<file path="src/rtl/mem_wb_stage_ws.sv">
// -----------------------------------------------------------------------------
// mem_wb_stage_ws
//   MEM->WB pipeline register with wait-state data-memory support.
//   Captures the writeback control of the MEM-stage instruction, extracts and
//   sign/zero-extends load data from the 32-bit DM read word by byte offset,
//   and rides out multi-cycle DM responses, downstream hold and flush.
//
// Handshake summary (single place):
//   - dm_rvalid qualifies DM_OUT for exactly the cycle it is high; a response
//     that is not consumed or buffered that cycle is lost.
//   - hold_WB high freezes every WB register; nothing new is accepted.
//   - stall_req high means "MEM and earlier must re-present the same
//     instruction next cycle". It is combinational from state and inputs.
//   - flush beats hold_WB; rst beats both.
//
// Parameters
//   XLEN        datapath width, 32 or 64 only
//   RD_AW       rd address width (msb selects the FP register file)
//   ALIGN_LOADS 1: lane chosen by addr[1:0]; 0: low lanes always
//
// Ports
//   clk, rst                       clock, synchronous active-high reset
//   valid_MEM, wb_en_MEM, fwb_en_MEM, is_load_MEM, rd_addr_MEM, alu_out_MEM
//                                  MEM-stage instruction and control
//   DM_OUT, dm_rvalid              DM read word and its valid strobe
//   hold_WB, flush                 downstream hold, pipeline kill
//   stall_req                      stall MEM and earlier stages
//   valid_WB, wb_en_WB, fwb_en_WB, rd_addr_WB, wb_data_WB, ld_fault_WB
//                                  registered writeback outputs
//   dbg_state                      current FSM state (0 IDLE, 1 WAIT_DM,
//                                  2 DATA_HELD) for checkers
// -----------------------------------------------------------------------------
module mem_wb_stage_ws #(
   parameter int XLEN        = 32,
   parameter int RD_AW       = 6,
   parameter int ALIGN_LOADS = 1
) (
   input  logic             clk,
   input  logic             rst,
   input  logic             valid_MEM,
   input  logic             wb_en_MEM,
   input  logic             fwb_en_MEM,
   input  logic [2:0]       is_load_MEM,
   input  logic [RD_AW-1:0] rd_addr_MEM,
   input  logic [XLEN-1:0]  alu_out_MEM,
   input  logic [31:0]      DM_OUT,
   input  logic             dm_rvalid,
   input  logic             hold_WB,
   input  logic             flush,
   output logic             stall_req,
   output logic             valid_WB,
   output logic             wb_en_WB,
   output logic             fwb_en_WB,
   output logic [RD_AW-1:0] rd_addr_WB,
   output logic [XLEN-1:0]  wb_data_WB,
   output logic             ld_fault_WB,
   output logic [1:0]       dbg_state
);

   localparam logic [2:0] LD_NONE = 3'b000;
   localparam logic [2:0] LD_LB   = 3'b001;
   localparam logic [2:0] LD_LH   = 3'b010;
   localparam logic [2:0] LD_LW   = 3'b011;
   localparam logic [2:0] LD_LBU  = 3'b100;
   localparam logic [2:0] LD_LHU  = 3'b101;
   localparam logic [2:0] LD_LWU  = 3'b110;
   localparam logic [2:0] LD_ILL  = 3'b111;

   typedef enum logic [1:0] {
      S_IDLE      = 2'd0,
      S_WAIT_DM   = 2'd1,
      S_DATA_HELD = 2'd2
   } state_t;

   state_t state, next_state;

   // Load context latched when the DM response is late.
   logic             lat_wb_en;
   logic             lat_fwb_en;
   logic [RD_AW-1:0] lat_rd;
   logic [2:0]       lat_code;
   logic [1:0]       lat_off;
   logic [31:0]      buf_data;

   // FSM output strobes.
   logic wb_write;
   logic wb_bubble;
   logic latch_load;
   logic capture_buf;

   // The illegal code 111 never issues a DM access, so it faults straight
   // through IDLE instead of waiting for a response that may never come.
   logic needs_dm;
   assign needs_dm = (is_load_MEM != LD_NONE) && (is_load_MEM != LD_ILL);

   logic [1:0] mem_off;
   assign mem_off = (ALIGN_LOADS != 0) ? alu_out_MEM[1:0] : 2'b00;

   // ---------------------------------------------------------------------------
   // Source select: in IDLE the live MEM instruction is written; after a late
   // response the latched context is used, with DM_OUT or the held buffer.
   // ---------------------------------------------------------------------------
   logic             sel_wb_en;
   logic             sel_fwb_en;
   logic [RD_AW-1:0] sel_rd;
   logic [2:0]       sel_code;
   logic [1:0]       sel_off;
   logic [31:0]      sel_word;

   always_comb begin
      sel_wb_en  = lat_wb_en;
      sel_fwb_en = lat_fwb_en;
      sel_rd     = lat_rd;
      sel_code   = lat_code;
      sel_off    = lat_off;
      sel_word   = DM_OUT;
      if (state == S_IDLE) begin
         sel_wb_en  = wb_en_MEM;
         sel_fwb_en = fwb_en_MEM;
         sel_rd     = rd_addr_MEM;
         sel_code   = is_load_MEM;
         sel_off    = mem_off;
      end else if (state == S_DATA_HELD) begin
         sel_word = buf_data;
      end
   end

   // ---------------------------------------------------------------------------
   // Lane extraction, extension and fault detection.
   // ---------------------------------------------------------------------------
   logic [7:0]      byte_v;
   logic [15:0]     half_v;
   logic            res_fault;
   logic [XLEN-1:0] res_data;

   always_comb begin
      byte_v = sel_word[{sel_off, 3'b000} +: 8];
      half_v = sel_word[{sel_off[1], 4'b0000} +: 16];

      case (sel_code)
         LD_LH, LD_LHU: res_fault = sel_off[0];
         LD_LW:         res_fault = (sel_off != 2'b00);
         LD_LWU:        res_fault = (sel_off != 2'b00) || (XLEN == 32);
         LD_ILL:        res_fault = 1'b1;
         default:       res_fault = 1'b0;
      endcase

      // Size casts of signed operands sign-extend; unsigned ones zero-extend.
      case (sel_code)
         LD_LB:   res_data = XLEN'($signed(byte_v));
         LD_LBU:  res_data = XLEN'(byte_v);
         LD_LH:   res_data = XLEN'($signed(half_v));
         LD_LHU:  res_data = XLEN'(half_v);
         LD_LW:   res_data = XLEN'($signed(sel_word));
         LD_LWU:  res_data = XLEN'(sel_word);
         LD_NONE: res_data = alu_out_MEM;
         default: res_data = '0;
      endcase

      if (res_fault) begin
         res_data = '0;
      end
   end

   // ---------------------------------------------------------------------------
   // FSM: state register
   // ---------------------------------------------------------------------------
   always_ff @(posedge clk) begin
      if (rst) begin
         state <= S_IDLE;
      end else begin
         state <= next_state;
      end
   end

   // ---------------------------------------------------------------------------
   // FSM: next state
   // ---------------------------------------------------------------------------
   always_comb begin
      next_state = state;
      if (flush) begin
         next_state = S_IDLE;
      end else begin
         case (state)
            S_IDLE: begin
               if (!hold_WB && valid_MEM && needs_dm && !dm_rvalid) begin
                  next_state = S_WAIT_DM;
               end
            end
            S_WAIT_DM: begin
               if (dm_rvalid) begin
                  next_state = hold_WB ? S_DATA_HELD : S_IDLE;
               end
            end
            S_DATA_HELD: begin
               if (!hold_WB) begin
                  next_state = S_IDLE;
               end
            end
            default: next_state = S_IDLE;
         endcase
      end
   end

   // ---------------------------------------------------------------------------
   // FSM: outputs and datapath strobes
   // ---------------------------------------------------------------------------
   always_comb begin
      stall_req   = 1'b0;
      wb_write    = 1'b0;
      wb_bubble   = 1'b0;
      latch_load  = 1'b0;
      capture_buf = 1'b0;
      if (rst) begin
         stall_req = 1'b0;
      end else if (flush) begin
         // The killed instruction is replaced by a bubble; MEM may move on.
         wb_bubble = 1'b1;
      end else begin
         stall_req = hold_WB;
         case (state)
            S_IDLE: begin
               if (!hold_WB) begin
                  if (!valid_MEM) begin
                     wb_bubble = 1'b1;
                  end else if (needs_dm && !dm_rvalid) begin
                     stall_req  = 1'b1;
                     latch_load = 1'b1;
                     wb_bubble  = 1'b1;
                  end else begin
                     wb_write = 1'b1;
                  end
               end
            end
            S_WAIT_DM: begin
               stall_req = 1'b1;
               if (dm_rvalid) begin
                  if (hold_WB) begin
                     capture_buf = 1'b1;
                  end else begin
                     wb_write = 1'b1;
                  end
               end else if (!hold_WB) begin
                  wb_bubble = 1'b1;
               end
            end
            S_DATA_HELD: begin
               stall_req = 1'b1;
               if (!hold_WB) begin
                  wb_write = 1'b1;
               end
            end
            default: stall_req = 1'b1;
         endcase
      end
   end

   assign dbg_state = state;

   // ---------------------------------------------------------------------------
   // Pending-load context and response buffer
   // ---------------------------------------------------------------------------
   always_ff @(posedge clk) begin
      if (rst || flush) begin
         lat_wb_en  <= 1'b0;
         lat_fwb_en <= 1'b0;
         lat_rd     <= '0;
         lat_code   <= LD_NONE;
         lat_off    <= 2'b00;
         buf_data   <= '0;
      end else begin
         if (latch_load) begin
            lat_wb_en  <= wb_en_MEM;
            lat_fwb_en <= fwb_en_MEM;
            lat_rd     <= rd_addr_MEM;
            lat_code   <= is_load_MEM;
            lat_off    <= mem_off;
         end
         if (capture_buf) begin
            buf_data <= DM_OUT;
         end
      end
   end

   // ---------------------------------------------------------------------------
   // WB registers. A bubble clears valid, enables and fault but leaves rd and
   // data as they were.
   // ---------------------------------------------------------------------------
   always_ff @(posedge clk) begin
      if (rst) begin
         valid_WB    <= 1'b0;
         wb_en_WB    <= 1'b0;
         fwb_en_WB   <= 1'b0;
         rd_addr_WB  <= '0;
         wb_data_WB  <= '0;
         ld_fault_WB <= 1'b0;
      end else if (wb_write) begin
         valid_WB    <= 1'b1;
         wb_en_WB    <= sel_wb_en & ~res_fault;
         fwb_en_WB   <= sel_fwb_en & ~res_fault;
         rd_addr_WB  <= sel_rd;
         wb_data_WB  <= res_data;
         ld_fault_WB <= res_fault;
      end else if (wb_bubble) begin
         valid_WB    <= 1'b0;
         wb_en_WB    <= 1'b0;
         fwb_en_WB   <= 1'b0;
         ld_fault_WB <= 1'b0;
      end
   end

endmodule

</file>
<file path="config.mk">
export PLATFORM = sky130hd
export DESIGN_NAME = mem_wb_stage_ws
export DESIGN_NICKNAME = d
export VERILOG_FILES = /design/src/rtl/mem_wb_stage_ws.sv
export SDC_FILE = /design/constraint.sdc
export NUM_CORES = 1
export LEC_CHECK = 0
export CAP_MARGIN = 25
export CELL_PAD_IN_SITES_DETAIL_PLACEMENT = 0
export CELL_PAD_IN_SITES_GLOBAL_PLACEMENT = 1
export CORE_ASPECT_RATIO = 0.9
export CORE_MARGIN = 1
export CORE_UTILIZATION = 35
export CTS_CLUSTER_DIAMETER = 150
export DETAILED_ROUTE_END_ITERATION = 8
export GPL_TIMING_DRIVEN = 0
export PLACE_DENSITY_LB_ADDON = 0.1
export SETUP_SLACK_MARGIN = 0.4
export SLEW_MARGIN = 30
export SYNTH_ARGS = -nofsm -noshare
export SYNTH_HDL_FRONTEND = slang
export SYNTH_SLANG_ARGS = --single-unit
</file>
<file path="constraint.sdc">
create_clock -name clk -period 2.65 [get_ports clk]
set_clock_uncertainty 0.2 [all_clocks]
set_input_delay 0.265 -clock clk [delete_from_list [all_inputs] [get_ports clk]]
set_output_delay 0.265 -clock clk [all_outputs]
set_load 0.01 [all_outputs]
</file>
Yosys cells after proc, flatten, opt, wreduce, memory -nomap -nowiden. Index checks and enable logic that the tools add are counted.

Shift operators: 2. Eq/ne operators: 13. Reductions and logical operators: 18. Bitwise gates (word level): 3. Mux-type cells: 49.

Operators with widths (count): $pmux 32 s6 (1); $mux 32 (3); $mux 1 (34); $shiftx 32x6->16 (1); $shiftx 32x6->8 (1); $eq 3x3->1 const B (4); $mux 2 (5); $reduce_or 2->1 (4); $eq 3x2->1 const B (2); $mux 6 (1); $pmux 1 s3 (2); $pmux 2 s3 (1); $logic_and 1x1->1 (5); $ne 2x2->1 const B (2); $reduce_bool 2->1 (2); $eq 3x1->1 const B (1); $logic_not 3->1 (1); $mux 3 (1); $ne 3x3->1 const B (1); $reduce_and 3->1 (1); $reduce_bool 3->1 (1); $and 1x1->1 (2); $eq 2x1->1 const B (1); $eq 2x2->1 const B (1); other kinds (6) (7).

Input bits: 81. Flip-flop bits (word level): 89. Output and inout bits: 45.

Depth between registers and ports, before layout.
Word-level depth: 11. Depth in mapped cells: 9. Depth with buffers taken out: 6.

Worst setup path after synthesis. OpenSTA, ideal clock, no wires.

Path kind: reg-to-reg. Start: reg state[0], in the netlist dbg_state[0]. End: reg wb_data_WB[20]. Period minus slack after synthesis: 2342 ps. Arrival time: 2029 ps. Required time: 2336 ps. Setup slack: 308 ps. Library setup time: 114 ps. Cell stages (with the launch flop): 9. Path buffers: 2. Path through: dfxtp_1 > buf_6 > nor2_4 > mux2i_4 > mux2i_1 > a32oi_2 > buf_4 > a31oi_1 > a21o_1.

Word-level cells in the longest chain between the ends: 6. Elaborated cells on any way between the ends: 27. Classes of those cells: eq/ne (9); shift (2); mux (10); reduce/logical (6).

Ends and longest elaborated chain: start, declared (line 75) `state_t state, next_state;`; start signal, assigned (line 172) `state <= next_state;`; $eq 2x2->1 / $logic_not 2->1 (equally long branches) (line 123, 221, 117); $mux 32 / $mux 3 (equally long branches) (line 123, 117); $mux 32 (tied with other cells) (line 117) `if (state == S_IDLE) begin`; $shiftx 32x6->16 (tied with other cells) (line 138) `half_v = sel_word[{sel_off[1], 4'b0000} +: 16];`; $pmux 32 s6 / $pmux 1 s3 (equally long branches) (line 149, 140); $mux 32 (line 160) `if (res_fault) begin`; end signal, assigned (line 302) `wb_data_WB <= res_data;`; end, declared (line 55) `output logic [XLEN-1:0] wb_data_WB,`.

Parallel ways exist; a longest one is shown, timed or not. A chain may end at the register's enable or synchronous reset.

Worst setup path after layout.
Start: reg state[0], in the netlist dbg_state[0]. End: reg wb_data_WB[8].

Same word-level chain as after synthesis.

==> results.rst <==
.. list-table::
   :header-rows: 1

   * - Metric
     - Value
   * - Number of DRC markers in iteration 0
     - slightly below 500
   * - Adder-cell area share of the yosys netlist
     - 0%
   * - Clock share of power
     - about two fifths
   * - Clock-pin slew of the registers on the worst-case setup and hold paths
     - approximately 70 ps
   * - Yosys warning total
     - 0
   * - Count of state elements after synthesis
     - 89
   * - Post-synthesis cell area
     - around 0.0053 sq mm
   * - DRC viols
     - 0
   * - Internal cell power
     - approximately 2.5 mW
   * - WL final
     - 22400 um
   * - Sequential share of power
     - between 30% and 40%
   * - Synth Net Count
     - between 700 and 800
   * - Leakage power
     - just under 3 nW
   * - Floorplan Core Area
     - 0.0148 sq mm
   * - Layout net count
     - 906
   * - Status
     - finished clean
   * - Reg-to-reg setup timing slack
     - approximately 230 ps
   * - RD Place Congestion
     - 0.885
   * - Die area
     - between 0.015 and 0.02 sq mm
   * - Deepest level of the CTS H-tree
     - 3
   * - Final Hold Vio Count
     - 0
   * - Transition at the pin with the smallest max-transition slack
     - 680 ps
   * - Timing-limited maximum frequency
     - slightly above 400 MHz
   * - Growth of design area from synthesis to finish
     - 54.0%
   * - Share of the cycle needed by the critical path after routing
     - between 90% and 100%
   * - Final-report max-slew violation count
     - 0
   * - Time the final worst path needs with I/O delays and setup
     - 2420 ps
   * - NetSw
     - 979 uW
   * - Post-route cell area
     - about 0.0082 sq mm
   * - Synth Area in Simple Gates
     - roughly a fifth
   * - Post-synth top flop
     - sky130_fd_sc_hd__dfxtp_1
   * - Half-perimeter wire length after detailed placement
     - approximately 16000 um
   * - Width of the die
     - about 130 um
   * - Area fraction in compound gates after synthesis
     - 29.8%
   * - Switching fraction of total power
     - between 20% and 30%
   * - Combined flip-flop and latch cell area
     - roughly 0.0018 sq mm
   * - RSZ-0062 raised after global routing
     - yes
   * - Combined area of the multi-input logic cells
     - 0.00370 sq mm
   * - Fraction of synthesized cell area in xor and xnor cells
     - 0.330%
   * - Via total after detailed routing
     - about 6.0k
   * - Dominant combinational cell family by area after synthesis
     - compound AO/OA/AOI/OAI gates
   * - CTS tree
     - built
   * - Number of hold buffers added after cts
     - 0
   * - Final number of setup-violating endpoints
     - 0
   * - Initial standard-cell utilization of the core
     - between 30 and 40%
   * - Combinational share of power
     - 20.4%
   * - Peak fanout along the critical path
     - 5
   * - Gr usage total
     - 28.6%
   * - Count of TritonRoute iterations in the first routing pass
     - 7
   * - Maximum number of pins on one net before global-route repair
     - 17
   * - Number of buffers created by CTS
     - 9
   * - CTS Sinks
     - 89
   * - Number of violations of the max-capacitance limit
     - 0
   * - Total cell area at the placement stage
     - ~0.0068 sq mm
   * - Number of antenna violations at the first check in global routing
     - 0
   * - Vias in the first global route
     - about 5.7k
   * - Kind of path behind the tightest hold check
     - input port to flip-flop
   * - Peak supply drop
     - between 0.3 and 0.4 mV
   * - Sort of element at the end of the critical path
     - flip-flop
   * - Synth cell types
     - 57
   * - Cell count after synthesis
     - 653
   * - Fill cell count
     - about 1.3k
   * - Total congestion overflow
     - 0
   * - Count of nets left with antenna violations after detail routing
     - 0
   * - Post-synthesis sequential area ratio
     - approximately a third
   * - Worst hold-check slack
     - 80.1 ps
   * - Vias per std cell
     - roughly 5.8
   * - Share of post-route cells with drive strength above 1
     - roughly a quarter
   * - Final routed wire length divided by cell count
     - 21.8 um
   * - Required time of the critical path
     - around 2700 ps
   * - Mean instance size in the synthesized netlist
     - 8.13 sq um
   * - Wire length of the first global-routing pass
     - 33700 um
   * - CP Class
     - flip-flop to flip-flop
   * - IO buf count
     - roughly 120
   * - Top-level port count
     - roughly 130
   * - Row count
     - 42
   * - Async SR Flop Fraction
     - 0%
   * - Count of flip-flops with a built-in enable after synthesis
     - 0
   * - Clk buf depth
     - 2
   * - Height of the die
     - 119 um
   * - Antenna cell count
     - 0
   * - Clock Root Buffer
     - sky130_fd_sc_hd__clkbuf_16
   * - Clock latency on the worst-skew pair
     - about 350 ps
   * - WP data arrival
     - roughly 2500 ps
   * - Tightest slew margin relative to the limit
     - 54.4%
   * - Startpoint types
     - flip-flop
   * - Power density over cell area
     - 421 mW/mm^2
   * - Multiplexer share of the synthesized area
     - a little under an eighth
==> critical path, stage by stage (launching register included) <==
cell and delay [ps]:
sky130_fd_sc_hd__dfxtp_4 370, sky130_fd_sc_hd__buf_8 140, sky130_fd_sc_hd__nor2_4 120, sky130_fd_sc_hd__buf_6 120, sky130_fd_sc_hd__mux2i_4 320, sky130_fd_sc_hd__buf_12 160, sky130_fd_sc_hd__mux2i_4 230, sky130_fd_sc_hd__a32oi_2 130
sky130_fd_sc_hd__buf_6 160, sky130_fd_sc_hd__buf_8 140, sky130_fd_sc_hd__a311oi_2 250
==> cell usage after synthesis (4+ instances only) <==
library cell	instances	area share [%]
sky130_fd_sc_hd__nand2_1	128	9.1
sky130_fd_sc_hd__dfxtp_1	89	34
sky130_fd_sc_hd__a21oi_1	46	4.3
sky130_fd_sc_hd__a22oi_1	38	5.4
sky130_fd_sc_hd__mux2i_1	33	6.2
sky130_fd_sc_hd__nor2_1	31	2.2
sky130_fd_sc_hd__a31oi_1	25	2.9
sky130_fd_sc_hd__clkbuf_1	25	1.8
sky130_fd_sc_hd__buf_2	23	2.2
sky130_fd_sc_hd__mux2_2	23	4.9
sky130_fd_sc_hd__o21ai_0	20	1.9
sky130_fd_sc_hd__a21o_1	18	2.5
sky130_fd_sc_hd__nor3_1	18	1.7
sky130_fd_sc_hd__nand3_1	17	1.6
sky130_fd_sc_hd__a311oi_1	13	2.1
sky130_fd_sc_hd__nor3b_1	10	1.4
sky130_fd_sc_hd__a2111oi_0	7	1.2
sky130_fd_sc_hd__a221o_1	7	1.3
sky130_fd_sc_hd__a221oi_1	7	1.2
sky130_fd_sc_hd__o221a_2	7	1.5
sky130_fd_sc_hd__and3_1	5	0.59
sky130_fd_sc_hd__buf_6	4	0.85
sky130_fd_sc_hd__nand2b_1	4	0.47
sky130_fd_sc_hd__nor2b_1	4	0.47
sky130_fd_sc_hd__o21a_1	4	0.57
==> flip-flops by register name, summed over array words and instances (netlist names) <==
register	cells
rd_addr_WB	6
lat_fwb_en	1
lat_wb_en	1
lat_off	2
fwb_en_WB	1
valid_WB	1
ld_fault_WB	1
lat_rd	6
lat_code	3
wb_en_WB	1
dbg_state	2
buf_data	32
wb_data_WB	32
==> worst paths after layout <==
path	startpoint	end	cells past startpoint
max	dbg_state[0]	wb_data_WB[8]	10
min	is_load_MEM[2]	lat_code[2]	3
max reg2reg	dbg_state[0]	wb_data_WB[8]	10
min reg2reg	lat_rd[3]	lat_rd[3]	2
==> stage by stage <==
stage | instances | utilization, % | power [mW] | setup TNS [ps] | setup slack, ps
floorplan | 653 | - | 1.67 | 0 | 334
global placement | 974 | 46.0 | 1.96 | -27390 | -674
detailed placement | 974 | 46.1 | 1.97 | -28750 | -714
CTS | 1020 | 52.5 | 3.40 | 0 | 281
global route | 1028 | 55.3 | 3.56 | 0 | 184
finish | 1028 | 55.3 | 3.44 | 0 | 230
==> cells in the final DEF (no fill, tap or decap), drive strengths merged, types with 23 or more instances in the layout <==
cell type and n:
a21oi 48, a22oi 38, a31oi 25, buf 70
clkbuf 37, clkdlybuf4s50 118, dfxtp 89, mux2 23
mux2i 34, nand2 128, nor2 32, o21ai 23
==> logic make-up (layout without fill, tap and decap cells) <==
logic type | count (synthesis) | count (layout)
buffers and inverters | 61 | 238
AO/OA/AOI/OAI | 217 | 217
multiplexers | 57 | 57
XOR/XNOR | 2 | 2
AND/OR/NAND/NOR | 227 | 227
flip-flops | 89 | 89
==> power by group through the flow <==
stage	combinational, mW	sequential [mW]	clock [mW]
2_1_floorplan	0.273	1.40	0
3_3_place_gp	0.569	1.40	0
3_5_place_dp	0.572	1.40	0
4_1_cts	0.641	1.36	1.39
5_1_grt	0.736	1.37	1.46
6_report	0.701	1.36	1.37
==> cell type report <==
type,instances,share of cell area [%]
Clock buffer,10,2.92
Inverter,2,0.0919
Multi-Input combinational cell,503,45.3
Tap cell,198,3.03
Timing Repair Buffer,161,20.1
Sequential cell,89,21.9
Buffer,59,5.85
Clock inverter,6,0.903
==> layer usage <==
| metal | track usage (%) | up-vias | share of wire [%] |
|---|---|---|---|
| met5 | 0 | - | 0 |
| met3 | 5.11 | 32 | 6.6 |
| li1 | - | 2783 | - |
| met2 | 44.0 | 276 | 44 |
| met4 | 9.45 | 0 | 2.7 |
| met1 | 40.2 | 2900 | 47 |
==> repair_timing <==
| item | 4_1_cts | 5_1_grt |
|---|---|---|
| gates resized for setup | 96 | 87 |
| pin swaps | 14 | 16 |
| endpoints found under the setup margin | 87 | 75 |
| buffers inserted | 27 | 7 |
| gates cloned | 3 | 1 |
(Power assumes the default switching activity.)
